[config.mk]
export PLATFORM = sky130hd
export DESIGN_NAME = moore_1010_non_overlap
export DESIGN_NICKNAME = d
export VERILOG_FILES = /design/src/rtl/moore_1010_non_overlap_pkg.sv /design/src/rtl/moore_1010_non_overlap.sv
export SDC_FILE = /design/constraint.sdc
export NUM_CORES = 1
export LEC_CHECK = 0
export BUFFER_PORTS_ARGS = -buffer_cell sky130_fd_sc_hd__buf_4
export CAP_MARGIN = 20
export CORE_AREA = 5 5 42 44
export CTS_BUF_LIST = sky130_fd_sc_hd__clkbuf_4 sky130_fd_sc_hd__clkbuf_8 sky130_fd_sc_hd__clkbuf_16
export DETAILED_ROUTE_END_ITERATION = 8
export DIE_AREA = 0 0 47 49
export GPL_TIMING_DRIVEN = 0
export PLACE_DENSITY_LB_ADDON = 0.12
export SLEW_MARGIN = 20
export SYNTH_ARGS = -nofsm -noshare
export SYNTH_HDL_FRONTEND = slang
export SYNTH_SLANG_ARGS = --single-unit
export TNS_END_PERCENT = 5
[constraint.sdc]
create_clock -name clk -period 2.3 [get_ports clk]
set_input_delay 0.23 -clock clk [delete_from_list [all_inputs] [get_ports clk]]
set_output_delay 0.23 -clock clk [all_outputs]
set_load 0.05 [all_outputs]
[src/rtl/moore_1010_non_overlap_pkg.sv]
// rtl/moore_1010_non_overlap_pkg.sv - state encoding shared by the 1010 detector and its users
package moore_1010_non_overlap_pkg;

  // S1..S4 name the prefix of 1,0,1,0 matched so far; S4 is the full match.
  typedef enum logic [2:0] {
    S0 = 3'd0,
    S1 = 3'd1,
    S2 = 3'd2,
    S3 = 3'd3,
    S4 = 3'd4
  } state_t;

  localparam state_t DETECT_STATE = S4;

  function automatic logic is_detect(input state_t st);
    return (st == DETECT_STATE);
  endfunction

endpackage

[src/rtl/moore_1010_non_overlap.sv]
// rtl/moore_1010_non_overlap.sv - non-overlapping Moore detector for serial pattern 1,0,1,0
module moore_1010_non_overlap
  import moore_1010_non_overlap_pkg::*;
(
  input  logic clk,
  input  logic reset,
  input  logic c,
  output logic d
);

  state_t r_state;
  state_t w_next_state;

  always_ff @(posedge clk) begin
    if (!reset) begin
      r_state <= S0;
    end else begin
      r_state <= w_next_state;
    end
  end

  always_comb begin
    w_next_state = S0;
    case (r_state)
      S0: w_next_state = c ? S1 : S0;
      S1: w_next_state = c ? S1 : S2;
      S2: w_next_state = c ? S3 : S0;
      S3: w_next_state = c ? S1 : S4;
      // A completed match is consumed whole: restart as if from idle.
      S4: w_next_state = c ? S1 : S0;
      default: w_next_state = S0;
    endcase
  end

  assign d = is_detect(r_state);

endmodule

==> results of run 1 <==
critical path, stage by stage, from the launching register on:
cell     delay [ns]
dfxtp_1        0.33
nor3b_1        0.21
buf_4          0.23
layout by cell type (no fill, tap or decap), drive strengths merged:
master and instances:
a21oi 1, and3 1, buf 3, clkbuf 4, dfxtp 3, nand2 1
nand2b 1, nand3b 1, nor3 1, nor3b 1, o21ai 1, or3b 1
layout make-up:
class	count	area share [%]
well taps	16	10.7
multi-input cells	9	29.3
clock buffers	4	16.0
flip-flops and latches	3	32.0
repair buffers	3	12.0
synthesized netlist by cell type (all sizes together):
cell type  count
and3           1
nand2b         1
nand3b         1
nand2          1
a21oi          1
dfxtp          3
o21ai          1
or3b           1
nor3b          1
nor3           1
how the worst min path moves through the flow:
stage,from,end,slack [ns],cells after the start
after detailed placement,c,r_state[2],0.43,2
after CTS,c,r_state[2],0.17,2
after floorplan,c,r_state[2],0.31,1
after global placement,c,r_state[2],0.43,2
after global routing,c,r_state[2],0.19,2
final,c,r_state[2],0.18,2
power breakdown:
group / internal [W] / switching (W) / leakage [nW] / total [W]
clock: 0.0000768 / 0.0000278 / 0.0184 / 0.000105
combinational: 0.00000406 / 0.00000265 / 0.0312 / 0.00000671
sequential: 0.0000540 / 0.00000181 / 0.0245 / 0.0000558
total: 0.000135 / 0.0000323 / 0.0741 / 0.000167
cell families after synthesis:
group | count (synthesis) | synth area share, %
AND/OR/NAND/NOR | 7 | 39.1
flip-flops | 3 | 52.2
AO/OA/AOI/OAI | 2 | 8.69
per-stage QoR:
stage | setup slack [ns] | instance area, um^2 | power [W]
finish | 1.06 | 188 | 0.000167
global placement | 1.31 | 158 | 0.0000633
detailed placement | 1.31 | 158 | 0.0000632
floorplan | 0.583 | 115 | 0.0000588
global route | 1.01 | 188 | 0.000181
CTS | 1.04 | 188 | 0.000173
routing by layer:
metal | up-vias | global-route usage [%] | part of all wire (%)
met1 | 57 | 2.63 | 33
met5 | - | 0 | 0
met3 | 0 | 2.21 | 3.0
li1 | 56 | - | -
met2 | 1 | 5.20 | 64
met4 | 0 | 5.53 | 0
==> impl_metrics.ini, run 1 <==
[die]
rows = 14
start_util_pct = 8.21
core_area_um2 = 1400
io_pins = 4
die_w_um = 47
die_y_um = 49
die_area_um2 = 2300

[clock_network]
cts.repair.resized = 0
cts_max_level = 1
cts_made_buffers = 3
post_cts_buffers = 0
holdBufCountCts = 0
cts_tree = yes
cts_buffer_depth = 2
clk_pin_slew_ns = 0.04
cts-root-buf = clkbuf_4
clkLatencyLatePin_ns = 0.23
clock_sinks = 3

[drt]
drt-initial-drc-count = 4
drt-total-wl_um = 305
avgViaCountPerCell = 3.26
dr_total_vias = 114
drc_errors = 0
routedWlPerCell_um = 8.71
first_pass_iters = 4
ant_nets = 0

[synth]
syn_nets = 15
synth_cell_types = 10
syn_inst = 12
synth_top_area_share_pct = 52.2
ys_ff_latch = 3
avgSynthCellArea_um2 = 9.59
yosysSeqAreaShare_pct = 52.2
synthesis.area_um2 = 115
yosysTopAreaCell = dfxtp_1
yosysWarnings = 0
synth.area.top_cells = dfxtp_1, or3b_1, nand3b_1

[cells_and_area]
final_cells = 35
antenna_cells = 0
nFillCells = 167
final_layout_size_suffix_gt1_share_pct = 36.8
final_nets = 23
final_core_util_pct = 13.4
top_register = r_state
areaGrowthSynthToFinish_pct = 63.0
regArea_um2 = 60.1
multiInputGateArea_um2 = 55.1
largest_register_ffs = 3
reg.largest.list = r_state (3)

[global_routing]
grt_pass1_vias = 133
grt_max_degree = 6
overflow = 0
grt_antenna_before_repair = 0
grtUsageTotal_pct = 3.73
grt_pass1_wl_um = 531

[critical_path]
endpoint = d
reg2reg_to = r_state[1]
crit_fanout = 5
end_kind = output pin
path_class = reg2out
r2r_slack_ns = 1.36
required_ns = 2.07
ff2ff_path_depth = 2
crit_path_start = r_state[1]
critPathLaunchType = flip-flop
r2r_start = r_state[0]
cp_data_arrival_time_ns = 1.01

[timing]
setup_tns_ns = 0
holdWs_ns = 0.184
rsz0062_at_grt = false
hold_viol_final = 0
fmax_mhz = 809
setup_viol = 0
period_needed_ns = 1.24
clock_skew_ns = 0.00133
post-route-period-util_pct = 53.8
worstMarginPinSlew_ns = 0.173
max_slew_margin_pct = 88.4
finalMaxSlewViolations = 0

[placement]
finalWeightedCongestion = 0.683
placed_cells = 31
io_buffers = 3

[min_path]
hp-class = in2reg

[power_and_ir_drop]
p_leak_nw = 0.0741
vdd_drop_max_mv = 0.187
cellPowerDensity_nw_per_um2 = 890

[status]
status = finished, final reports clean

[job]
maxCapViolations = 0
Note: power is estimated with default switching activity, not from simulation.
==> run 2, diff against run 1 <==
==> constraint.sdc (replaced) <==
create_clock -name clk -period 1.1 [get_ports clk]
set_input_delay 0.11 -clock clk [delete_from_list [all_inputs] [get_ports clk]]
set_output_delay 0.11 -clock clk [all_outputs]
set_load 0.05 [all_outputs]
==> run 2 against run 1 <==
Via count grew 2.6%. Utilization rose by 2.1 points. Clock skew fell by 0.00067 ns. Sequential share of layout area decreased by 1.4 points. Critical path type unchanged. Critical endpoint unchanged. Largest cell class unchanged.
==> impl_metrics.ini, run 2 (same netlist as run 1, synthesis figures left out) <==
[cells_and_area]
final_cell_mix = clkbuf_4, buf_4, dfxtp_2
areaGrowthSynthToFinish_pct = 88.0
final_common_cell = clkbuf_4
largest_register_ffs = 3
antenna_cells = 0
final_core_util_pct = 15.4
final_nets = 24
top_register = r_state
final_layout_size_suffix_gt1_share_pct = 60.0
reg.largest.list = r_state (3)

[critical_path]
reg2reg_to = r_state[1]
cp_data_arrival_time_ns = 0.93
critPathLaunchType = flip-flop
path_buf_inv = 1
required_ns = 0.99
end_kind = output pin
cpPeakStageDelay_ns = 0.34
cp_top_family = flip-flops
r2r_slack_ns = 0.09
ff2ff_path_depth = 3
crit_fanout = 2
path_cells = nor3b_4 -> buf_6
r2r_start = r_state[0]
critical_path_depth = 2
worst_path_max_delay_cell = dfxtp_4
path_class = reg2out

[clock_network]
clk_pin_slew_ns = 0.04
cts-root-buf = clkbuf_4
cts_buffer_depth = 2
cts_tree = yes
cts_made_buffers = 3
holdBufCountCts = 0
clock_sinks = 3
clkLatencyLatePin_ns = 0.23
cts_max_level = 1

[timing]
rsz0062_at_grt = true
hold_viol_final = 0
post-route-period-util_pct = 94.7
setup_ws_ns = 0.0587
clock_skew_ns = 0.000668
worstMarginPinSlew_ns = 0.170
max_slew_margin_pct = 88.6
setup_viol = 0
fmax_mhz = 960
finalMaxSlewViolations = 0
period_needed_ns = 1.04

[placement]
finalWeightedCongestion = 0.579
io_buffers = 3
pre_cts_ws_ns = 0.119

[die]
core_area_um2 = 1400
rows = 14
die_w_um = 47
start_util_pct = 8.21
io_pins = 4
die_area_um2 = 2300
die_y_um = 49

[power_and_ir_drop]
p_int_w = 0.000284
combPwrFrac_pct = 5.3
cellPowerDensity_nw_per_um2 = 1630
power_frac_clock_pct = 61.9
p_switching_w = 0.0000701
pwr-share-seq_pct = 32.8
p_leak_nw = 0.0833
finalPower_w = 0.000354
p_sw_share_pct = 19.8
vdd_drop_max_mv = 0.320

[drt]
dr_total_vias = 117
avgViaCountPerCell = 3.25
drt-total-wl_um = 309
drc_errors = 0
first_pass_iters = 2
ant_nets = 0
routedWlPerCell_um = 8.58
drt-initial-drc-count = 3

[job]
maxCapViolations = 0

[status]
status = finished, final reports clean

[global_routing]
grt_pass1_vias = 120
overflow = 0
grtUsageTotal_pct = 3.66
grt_pass1_wl_um = 462
grt_antenna_before_repair = 0
grt_max_degree = 6

[min_path]
hp-class = in2reg
hold_path_end = r_state[2]
hp-start = c
whs_path_depth = 2
==> run 2: per-layer routing <==
layer | up-vias | part of all wire [%] | track usage (%) | wire [um]
met5 | - | 0 | 0 | 0
met4 | 0 | 0 | 6.91 | 0
met3 | 0 | 11 | 3.32 | 35
met2 | 3 | 60 | 3.39 | 184
met1 | 54 | 29 | 2.85 | 89
li1 | 60 | - | - | -
==> run 2: worst max path at each step <==
stage	startpoint	endpoint	slack, ns
floorplan	r_state[1]	d	0.15
global placement	r_state[0]	r_state[1]	0.08
detailed placement	r_state[0]	r_state[1]	0.12
CTS	r_state[1]	d	0.009
global route	r_state[0]	d	-0.0006
finish	r_state[0]	d	0.06
==> run 2: cell type report <==
| class | instances | area [um^2] |
|---|---|---|
| Timing Repair Buffer | 4 | 33.8 |
| Multi-Input combinational cell | 9 | 66.3 |
| Sequential cell | 3 | 66.3 |
| Fill cell | 170 | 1180 |
| Tap cell | 16 | 20.0 |
| Clock buffer | 4 | 30.0 |
==> run 2: through the flow <==
step                      cells  instance area [um^2]  hold slack, ns   TNS (ns)
after floorplan              12                   126           0.187          0
final                        36                   216          0.0673          0
after global routing         36                   216          0.0649  -0.000643
after CTS                    35                   203          0.0521          0
after global placement       31                   169           0.313          0
after detailed placement     31                   169           0.307          0
==> run 2: worst reg2reg max path, delay by kind of cell, from the launching register on <==
kind            cells  cell delay (ns)
buf+inv             1             0.11
compound gates      1             0.14
simple gates        1             0.33
flops               1             0.35
==> run 2: repair_timing <==
item | CTS | global route
endpoints found under the setup margin | 1 | 1
pin swaps | 0 | 1
resized for setup | 1 | 4
setup buffers | 0 | 1
==> run 2: power by group through the flow <==
| stage | Clock [W] | Sequential [W] | Combinational, W |
|---|---|---|---|
| 2_1_floorplan | 0 | 0.000119 | 0.00000617 |
| 3_3_place_gp | 0 | 0.000120 | 0.0000144 |
| 3_5_place_dp | 0 | 0.000120 | 0.0000142 |
| 4_1_cts | 0.000235 | 0.000118 | 0.0000143 |
| 5_1_grt | 0.000253 | 0.000117 | 0.0000208 |
| 6_report | 0.000219 | 0.000116 | 0.0000186 |
==> run 3, diff against run 2 <==
--- a/config.mk
+++ b/config.mk
@@ -5,10 +5,11 @@
 export SDC_FILE = /design/constraint.sdc
 export NUM_CORES = 1
 export LEC_CHECK = 0
-export BUFFER_PORTS_ARGS = -buffer_cell sky130_fd_sc_hd__buf_4
+export BUFFER_PORTS_ARGS = -buffer_cell sky130_fd_sc_hd__buf_2
 export CAP_MARGIN = 20
 export CORE_AREA = 5 5 42 44
 export CTS_BUF_LIST = sky130_fd_sc_hd__clkbuf_4 sky130_fd_sc_hd__clkbuf_8 sky130_fd_sc_hd__clkbuf_16
+export CTS_CLUSTER_SIZE = 8
 export DETAILED_ROUTE_END_ITERATION = 8
 export DIE_AREA = 0 0 47 49
 export GPL_TIMING_DRIVEN = 0
==> run 3 against run 2 <==
Sequential power about the same. Register-to-register slack gained 0.03 ns. Critical path type unchanged. Highest routed layer unchanged. Setup slack lost 0.0045 ns. Via count down 6.8%. Global-route usage decreased by 0.28 points. Clock skew down 0.00053 ns. Largest cell class is now multi-input gates. Clock power fell by 2%. Final cell count decreased by 2.8%. Utilization is 1.2 points lower.
==> impl_metrics.ini, run 3 (same netlist as run 1, synthesis figures left out) <==
[status]
status = finished, final reports clean

[placement]
pre_cts_ws_ns = 0.116
finalWeightedCongestion = 0.607
io_buffers = 3

[global_routing]
grt_pass1_vias = 118
grt_max_degree = 6
grt_pass1_wl_um = 434
grtUsageTotal_pct = 3.38
overflow = 0
grt_antenna_before_repair = 0
grtUsageMet1_pct = 2.19
busiest_layer = met4
use_met3_pct = 4.80
use_met2_pct = 2.94

[clock_network]
cts_buffer_depth = 2
cts_max_level = 1
clock_sinks = 3
cts_tree = yes
cts-root-buf = clkbuf_4
clkLatencyLatePin_ns = 0.23
clk_pin_slew_ns = 0.04
holdBufCountCts = 0
post_cts_buffers = 0
cts_made_buffers = 3

[cells_and_area]
areaGrowthSynthToFinish_pct = 73.9
final_nets = 23
largest_register_ffs = 3
final_cell_mix = clkbuf_4, buf_2, dfxtp_2
antenna_cells = 0
top_register = r_state
reg.largest.list = r_state (3)
final_common_cell = clkbuf_4
final_core_util_pct = 14.3
final_layout_size_suffix_gt1_share_pct = 52.6

[timing]
worstMarginPinSlew_ns = 0.192
setup_viol = 0
hold_viol_final = 0
holdWs_ns = 0.0702
setup_ws_ns = 0.0542
post-route-period-util_pct = 95.1
max_slew_margin_pct = 87.2
finalMaxSlewViolations = 0
clock_skew_ns = 0.000138
setup_tns_ns = 0
rsz0062_at_grt = false
fmax_mhz = 956
period_needed_ns = 1.05

[power_and_ir_drop]
p_sw_share_pct = 18.6
p_switching_w = 0.0000639
vdd_drop_max_mv = 0.339
power_frac_clock_pct = 62.2
combPwrFrac_pct = 3.5
finalPower_w = 0.000344
cellPowerDensity_nw_per_um2 = 1720
p_int_w = 0.000280
pwr-share-seq_pct = 34.3
p_leak_nw = 0.0759

[die]
io_pins = 4
core_area_um2 = 1400
die_y_um = 49
rows = 14
die_area_um2 = 2300
die_w_um = 47
start_util_pct = 8.21

[critical_path]
r2r_slack_ns = 0.12
cp_top_family = flip-flops
path_buf_inv = 1
critPathLaunchType = flip-flop
cp_data_arrival_time_ns = 0.94
crit_fanout = 5
worst_path_max_delay_cell = dfxtp_1
required_ns = 0.99
cpPeakStageDelay_ns = 0.34
path_cells = nor3b_4 -> buf_6
end_kind = output pin
path_class = reg2out

[drt]
drt-initial-drc-count = 1
first_pass_iters = 2
drc_errors = 0
routedWlPerCell_um = 6.80
drt-total-wl_um = 238
avgViaCountPerCell = 3.11
dr_total_vias = 109
ant_nets = 0

[min_path]
hp-class = in2reg

[job]
maxCapViolations = 0
## run 3: cell count changes in the layout (fill, tap and decap cells not counted)
| cell | delta |
|---|---|
| buf_4 | -3 |
| dfxtp_1 | +1 |
| buf_2 | +2 |
| dfxtp_4 | -1 |
## run 3: worst register-to-register path, stage by stage (launching register included)
cell	delay, ns
dfxtp_1	0.41
or3b_1	0.36
a21oi_1	0.14
## run 3: repair_timing
action | CTS | global route
endpoints found under the hold margin | 0 | 0
endpoints found under the setup margin | 1 | 1
resized for setup | 2 | 2
## run 3: power by group through the flow
| stage | clock network, W | registers (W) | logic, W |
|---|---|---|---|
| finish | 0.000214 | 0.000118 | 0.0000120 |
| global route | 0.000242 | 0.000119 | 0.0000132 |
| CTS | 0.000229 | 0.000118 | 0.0000123 |
| detailed placement | 0 | 0.000120 | 0.0000121 |
| global placement | 0 | 0.000120 | 0.0000125 |
| floorplan | 0 | 0.000119 | 0.00000617 |
## run 3: routing by layer
metal	vias to the layer above	wire, um
li1	57	-
met3	0	31
met4	0	0
met2	3	102
met5	-	0
met1	49	104
## run 3: through the flow
stage / instance area, um^2 / cells
floorplan: 126 / 12
global placement: 161 / 31
detailed placement: 161 / 31
CTS: 198 / 35
global route: 200 / 35
finish: 200 / 35
## run 3: path summary, 6_finish.rpt
path                end  startpoint  depth (start not counted)
min          r_state[2]           c                          2
min reg2reg  r_state[2]  r_state[1]                          2
max reg2reg  r_state[1]  r_state[0]                          2
max                   d  r_state[0]                          2
## run 3: area by class of cell
| type | instances | area (um^2) |
|---|---|---|
| fill | 167 | 1200 |
| multi-input combinational | 9 | 66.3 |
| sequential | 3 | 62.6 |
| clock buffer | 4 | 30.0 |
| timing repair buffer | 3 | 21.3 |
| tap | 16 | 20.0 |
